===== config.mk =====
export PLATFORM = sky130hd
export DESIGN_NAME = wf_issue_arbiter
export DESIGN_NICKNAME = d
export VERILOG_FILES = /design/src/rtl/wf_issue_arbiter.sv
export SDC_FILE = /design/constraint.sdc
export NUM_CORES = 1
export LEC_CHECK = 0
export BUFFER_PORTS_ARGS = -buffer_cell sky130_fd_sc_hd__buf_2
export CORE_MARGIN = 1.5
export CORE_UTILIZATION = 29
export DETAILED_ROUTE_END_ITERATION = 12
export HOLD_SLACK_MARGIN = 0.03
export PLACE_DENSITY = 0.44
export SLEW_MARGIN = 20
export SYNTH_ARGS = -nofsm -noshare
export SYNTH_HDL_FRONTEND = slang
export SYNTH_SLANG_ARGS = --single-unit

===== constraint.sdc =====
create_clock -name clk -period 8.63 [get_ports clk]
set_input_delay 1.726 -clock clk [delete_from_list [all_inputs] [get_ports clk]]
set_output_delay 1.726 -clock clk [all_outputs]
set_load 0.1 [all_outputs]

===== src/rtl/wf_issue_arbiter.sv =====
// rtl/wf_issue_arbiter.sv - round-robin wavefront issue arbiter with valid/ack handshake
module wf_issue_arbiter #(
  parameter int WF_PER_CU    = 40,
  parameter int WF_ID_LENGTH = 6
) (
  input  logic                    clk,
  input  logic                    rst,
  input  logic [WF_PER_CU-1:0]    valid_entry,
  input  logic [WF_PER_CU-1:0]    wf_ready,
  input  logic                    f_salu_branch_en,
  input  logic                    f_salu_branch_taken,
  input  logic [WF_ID_LENGTH-1:0] f_salu_branch_wfid,
  input  logic                    issue_ack,
  output logic                    issued_valid,
  output logic [WF_ID_LENGTH-1:0] issued_wfid,
  output logic [WF_ID_LENGTH-1:0] rr_ptr
);

  typedef enum logic {
    IDLE    = 1'b0,
    PRESENT = 1'b1
  } state_t;

  localparam logic [WF_PER_CU-1:0]    ONE_WF  = {{(WF_PER_CU-1){1'b0}}, 1'b1};
  localparam logic [WF_ID_LENGTH-1:0] LAST_WF = WF_ID_LENGTH'(WF_PER_CU - 1);

  state_t                    state_q, state_d;
  logic [WF_ID_LENGTH-1:0]   wfid_q, wfid_d;
  logic [WF_ID_LENGTH-1:0]   ptr_q, ptr_d;

  logic                      branch_kill;
  logic [WF_PER_CU-1:0]      kill;
  logic [WF_PER_CU-1:0]      held;
  logic [WF_PER_CU-1:0]      req;
  logic                      kill_issued;
  logic [WF_ID_LENGTH-1:0]   next_ptr;
  logic [WF_ID_LENGTH-1:0]   sel_base;
  logic                      sel_found;
  logic [WF_ID_LENGTH-1:0]   sel_wfid;
  int                        idx;

  assign branch_kill = f_salu_branch_en & f_salu_branch_taken;
  assign kill        = branch_kill ? (ONE_WF << f_salu_branch_wfid) : '0;
  assign held        = (state_q == PRESENT) ? (ONE_WF << wfid_q) : '0;
  assign req         = valid_entry & wf_ready & ~kill & ~held;
  assign kill_issued = branch_kill & (f_salu_branch_wfid == wfid_q);
  assign next_ptr    = (wfid_q == LAST_WF) ? '0 : wfid_q + WF_ID_LENGTH'(1);

  // An acked grant advances priority in the same cycle the next winner is chosen
  assign sel_base = ((state_q == PRESENT) && issue_ack) ? next_ptr : ptr_q;

  always_comb begin
    sel_found = 1'b0;
    sel_wfid  = '0;
    idx       = 0;
    for (int k = 0; k < WF_PER_CU; k++) begin
      idx = int'(sel_base) + k;
      if (idx >= WF_PER_CU) begin
        idx = idx - WF_PER_CU;
      end
      if (!sel_found && req[idx]) begin
        sel_found = 1'b1;
        sel_wfid  = WF_ID_LENGTH'(idx);
      end
    end
  end

  always_comb begin
    state_d = state_q;
    wfid_d  = wfid_q;
    ptr_d   = ptr_q;
    case (state_q)
      IDLE: begin
        if (sel_found) begin
          state_d = PRESENT;
          wfid_d  = sel_wfid;
        end
      end
      PRESENT: begin
        // Ack takes precedence over a same-cycle branch squash
        if (issue_ack) begin
          ptr_d = next_ptr;
          if (sel_found) begin
            wfid_d = sel_wfid;
          end else begin
            state_d = IDLE;
          end
        end else if (kill_issued) begin
          state_d = IDLE;
        end
      end
      default: state_d = IDLE;
    endcase
  end

  always_ff @(posedge clk or negedge rst) begin
    if (!rst) begin
      state_q <= IDLE;
      wfid_q  <= '0;
      ptr_q   <= '0;
    end else begin
      state_q <= state_d;
      wfid_q  <= wfid_d;
      ptr_q   <= ptr_d;
    end
  end

  assign issued_valid = (state_q == PRESENT);
  assign issued_wfid  = wfid_q;
  assign rr_ptr       = ptr_q;

endmodule


[After elaboration in Yosys (flattened, before gate mapping)]
Index checks and enable logic that the tools add are counted.
Word-level totals
  bits in writable memories: 0
  memories kept: 0
  memory bits (read-only): 0
  output and inout bits: 13
  register bits after elaboration: 13
  latch bits: 0
  word-level logic and storage cells: 507
  bits of input ports: 91
Operators by class
  equality and inequality tests: 3
  muxes and demuxes: 251
  bitwise gates (word level): 8
  reduce and logical (&&, ||, !) cells: 80
  shifts and indexed selects: 2
  add/subtract/negate cells: 80
  $mul: 0
  div/mod/pow operators: 0
  $lt $le $gt $ge: 80
Operators by type and width (count)
  32-bit by 8-bit less-than comparator with 1-bit output (second input constant): 40
  32-bit two-way mux: 40
  7-bit by 6-bit subtractor with 8-bit output (second input constant): 39
  7-bit by 6-bit greater-or-equal comparator with 1-bit output (second input constant): 39
  6-bit two-way mux: 44
  1-bit binary-select mux with 6-bit select: 40
  1-bit two-way mux: 123
  40-bit AND: 3
  6-bit by 5-bit adder with 7-bit output (second input constant): 16
  40-bit two-way mux: 2
  40-bit NOT: 2
  1-bit by 6-bit left shift with 40-bit output (first input constant): 2
  6-bit by 4-bit adder with 7-bit output (second input constant): 8
  6-bit by 6-bit adder with 7-bit output (second input constant): 8
  1-bit logical AND: 40
  1-bit zero test: 39
  6-bit by 3-bit adder with 7-bit output (second input constant): 4
  6-bit by 2-bit adder with 7-bit output (second input constant): 2
  6-bit one-hot mux with 2 select lines: 1
  6-bit by 1-bit adder with 7-bit output (second input constant): 1
  6-bit by 6-bit subtractor with 7-bit output (second input constant): 1
  6-bit by 1-bit adder with 6-bit output (second input constant): 1
  6-bit equality test: 1
  6-bit equality test (second input constant): 1
  6 further kinds: 7

[Longest topological paths before layout]
  word-level depth: 129
  depth in mapped cells: 38
  depth with buffers taken out: 28

[Least setup slack after synthesis]
Ideal clock, no wire load.
  path kind: input port to flip-flop
  start: input port issue_ack
  end: register wfid_q[4] (netlist: issued_wfid[4])
  path buffers: 10
  cell stages on the path: 35
  slack: -0.557 ns
  data required time: 8.504 ns
  data arrival time: 9.060 ns
  setup time: 0.126 ns
  cells stage by stage: buf_6 and4b_1 nand2_2 buf_6 nand2_1 inv_2 buf_1 buf_1 clkbuf_1 ha_1 clkbuf_1 a21oi_1 xnor2_1 a22oi_2 nand2_1 inv_1 buf_2 ha_1 nor3_1 a41o_1 a211oi_1 mux4_2 nor3b_2 nor3_1 buf_2 nor4_4 nand4_2 or3b_1 buf_2 o21ai_1 buf_2 mux2i_1 nand3_1 nor4_1 nor2_1
Between the ends
  longest elaborated chain between the ends: 128
Ends and longest elaborated chain
  from (decl): RTL line 13  | input logic issue_ack,
  parallel branches: the longest is 128 deep, another holds 7-bit by 6-bit subtractor with 8-bit output
  to (signal assigned): RTL line 103  | wfid_q <= wfid_d;
  to (decl): RTL line 28  | logic [WF_ID_LENGTH-1:0] wfid_q, wfid_d;
Parallel ways; which one is timed is not known. The select of a mux whose other input is x is not followed.
A chain may end at the register's enable or synchronous reset.

[Worst setup path in the final report]
  start: input port issue_ack
  end: register wfid_q[1] (netlist: issued_wfid[1])
Same word-level chain as after synthesis.

==> impl_metrics.yaml <==
synthesis:
  synthTopCellsByArea: "mux2i_1 (5.7%), nand2_1 (5.2%), mux4_2 (5.0%), ha_1 (5.0%), o21ai_0 (4.9%)"
  ys_warn_count: 0
  netlist_area_sq_um: 17000
  synth_area_leader_cell: "mux2i_1"
  synth.top_cell.area_share_pct: 5.71
  avgSynthCellArea_sq_um: 7.02
  async_reset_ff_share_pct: 100
  synth_cell_types: 133
  synthFlopType: "dfrtp_1"
  yosysSeqAreaShare_pct: 1.91
  synth_cells: 2423
  synth_edf_count: 0
  synth_seq_cells: 13
  synth_nets: 2582
timing:
  max_slew_margin_pct: 25.1
  finClkSkew_ns: 0.00420
  fin_crit_ns: 8.50
  max_freq_mhz: 118
  worstMarginPinSlew_ns: 1.09
  setup_tns_ns: 0
  holdWs_ns: 0.786
  period_share_pct: 98.5
  drv_slew: 0
  hold_viol: 0
  rsz0062_at_grt: "no"
  setup-violations-final: 0
layout:
  finalNetCount: 2917
  final_common_cell: "buf_4"
  areaGrowthSynthToFinish_pct: 22.6
  drive_gt1_share_pct: 24.7
  multiInputGateArea_sq_um: 15600
  diodes: 0
  ff_latch_area_sq_um: 325
  nFillCells: 6239
  final_area_sq_um: 20800
  final_cell_mix: "buf_4 (386), nand2_1 (233), o21ai_0 (166), nor2_1 (156), a21oi_1 (139)"
floorplan:
  die-area_sq_um: 60100
  design.core.area_sq_um: 57800
  num_io_pins: 104
  rows: 88
  die_w_um: 245
  die_h_um: 245
  start_util_pct: 29.4
clocking:
  cts-root-buf: "clkbuf_16"
  path_clk_slew_ns: 0.06
  ctsHoldBuffers: 0
  cts_tree: "yes"
  numCtsBuffers: 3
  insertion_delay_ns: 0.27
  htreeDepth: 1
  cts_buffer_depth: 2
  clock_sinks: 13
placement:
  placed_cell_area_sq_um: 20700
  place_congestion: 1.08
  port_buffers: 103
  dpl.hpwl_mm: 105
grt:
  grt_max_degree: 50
  gr-usage-all-layers_pct: 40.9
  grt_pass1_vias: 22342
  overflow: 0
  grt_pass1_wl_mm: 176
  antenna_found_initial: 10
run:
  maxCapViolations: 0
setup_path:
  crit_path_start_kind: "primary input"
  path_class: "primary input to flop"
  crit_required_ns: 8.78
  path_max_fanout: 16
  cp.arrival_ns: 8.65
  end_kind: "flop"
drt:
  antenna_left: 0
  remaining_drc_errors: 0
  first_pass_iters: 6
  viasPerCell: 6.77
  num_vias: 23850
  wl_mm: 126
  drt_iter0_drc: 2866
  drt-wirelength-per-cell_um: 35.8
min_path:
  hold_path_class: "flop to flop"
status:
  outcome: "finished clean"
==> logic make-up after synthesis <==
family	Yosys count	synth area share [%]
AOI/OAI and AO/OA	942	40.0
and+or+nand+nor	921	29.4
buffers and inverters	245	6.92
muxes	163	12.7
xor gates and xnor gates	71	4.03
adders and majority gates	68	5.00
DFF	13	1.91
==> synthesized netlist by cell type (13+ instances only) <==
cell type	instances
a211o_1	17
a211oi_1	49
a21o_1	31
a21oi_1	141
a221o_1	34
a221oi_1	47
a22oi_1	15
a31oi_1	40
and2_1	31
and3_1	27
buf_2	45
buf_6	16
clkbuf_1	84
dfrtp_1	13
ha_1	68
inv_1	66
mux2_2	26
mux2i_1	97
mux4_2	38
nand2_1	234
nand2b_1	26
nand3_1	126
nand4_1	27
nor2_1	159
nor2b_1	19
nor3_1	75
nor4_1	31
o2111ai_1	21
o211ai_1	65
o21a_1	25
o21ai_0	167
o21ai_1	13
o221ai_1	13
o22ai_1	37
o31ai_1	32
or2_2	18
or3_1	27
xnor2_1	58
==> per-stage QoR <==
| step | std cells | setup WS [ns] | utilization [%] |
|---|---|---|---|
| finish | 3522 | 0.127 | 36.1 |
| global placement | 3515 | -0.166 | 35.8 |
| floorplan | 2423 | 0.0458 | - |
| CTS | 3520 | 0.131 | 35.9 |
| global route | 3522 | 0.00447 | 36.1 |
| detailed placement | 3516 | -0.0944 | 35.8 |
==> metal layers <==
layer,track usage [%],wire [um],vias up
li1,-,-,10317
met1,52.2,51500,11699
met2,62.0,53000,1463
met3,7.88,11400,355
met4,27.3,10200,16
met5,0,106,-
==> path summary, 6_finish.rpt <==
kind / start / endpoint / slack, ns / cells past startpoint
setup / recovery: issue_ack / issued_wfid[1] / 0.13 / 26
hold / removal: issued_wfid[5] / issued_wfid[5] / 0.79 / 2
setup reg to reg: issued_wfid[0] / issued_wfid[1] / 0.44 / 29
hold reg to reg: issued_wfid[5] / issued_wfid[5] / 0.79 / 2
max in group asynchronous: rst / issued_wfid[4] / 6.83 / 1
min in group asynchronous: rst / rr_ptr[0] / 1.42 / 1
==> layout make-up <==
| cell class | instances | area share (%) |
|---|---|---|
| tap | 765 | 4.59 |
| clock buffer | 4 | 0.378 |
| inverter | 78 | 1.44 |
| timing repair buffer | 497 | 17.1 |
| sequential | 13 | 1.56 |
| multi-input combinational | 2165 | 74.9 |
==> worst max-delay path, cell delays in order <==
cell and delay (ns):
buf_2 0.23, and4b_1 0.27, nand2_2 0.11, buf_4 0.24
nand2_8 0.13, ha_1 0.23, buf_4 0.17, clkinv_1 0.41
buf_4 0.36, xnor2_1 0.22, buf_4 0.36, o211ai_1 0.42
a221o_1 0.43, a211oi_1 0.79, a211oi_2 0.17, nand4b_4 0.18
or4_1 0.17, buf_4 0.17, or3_1 0.18, o21ai_0 0.14
a211oi_1 0.39, a211oi_1 0.14, a2111oi_0 0.38, buf_4 0.19
a21oi_1 0.13, o221a_1 0.26
==> flip-flops by register name, indices dropped and copies added, names as in the netlist <==
name / count
issued_wfid: 6
rr_ptr: 6
issued_valid: 1
==> timing repair <==
item | 4_1_cts | 5_1_grt
resized for setup | 0 | 11
setup buffers | 0 | 2
setup endpoints to repair | 0 | 6
Power is left out: the tool's default activity adds up to more than one toggle a clock period on the data nets, which glitch-free logic cannot reach.
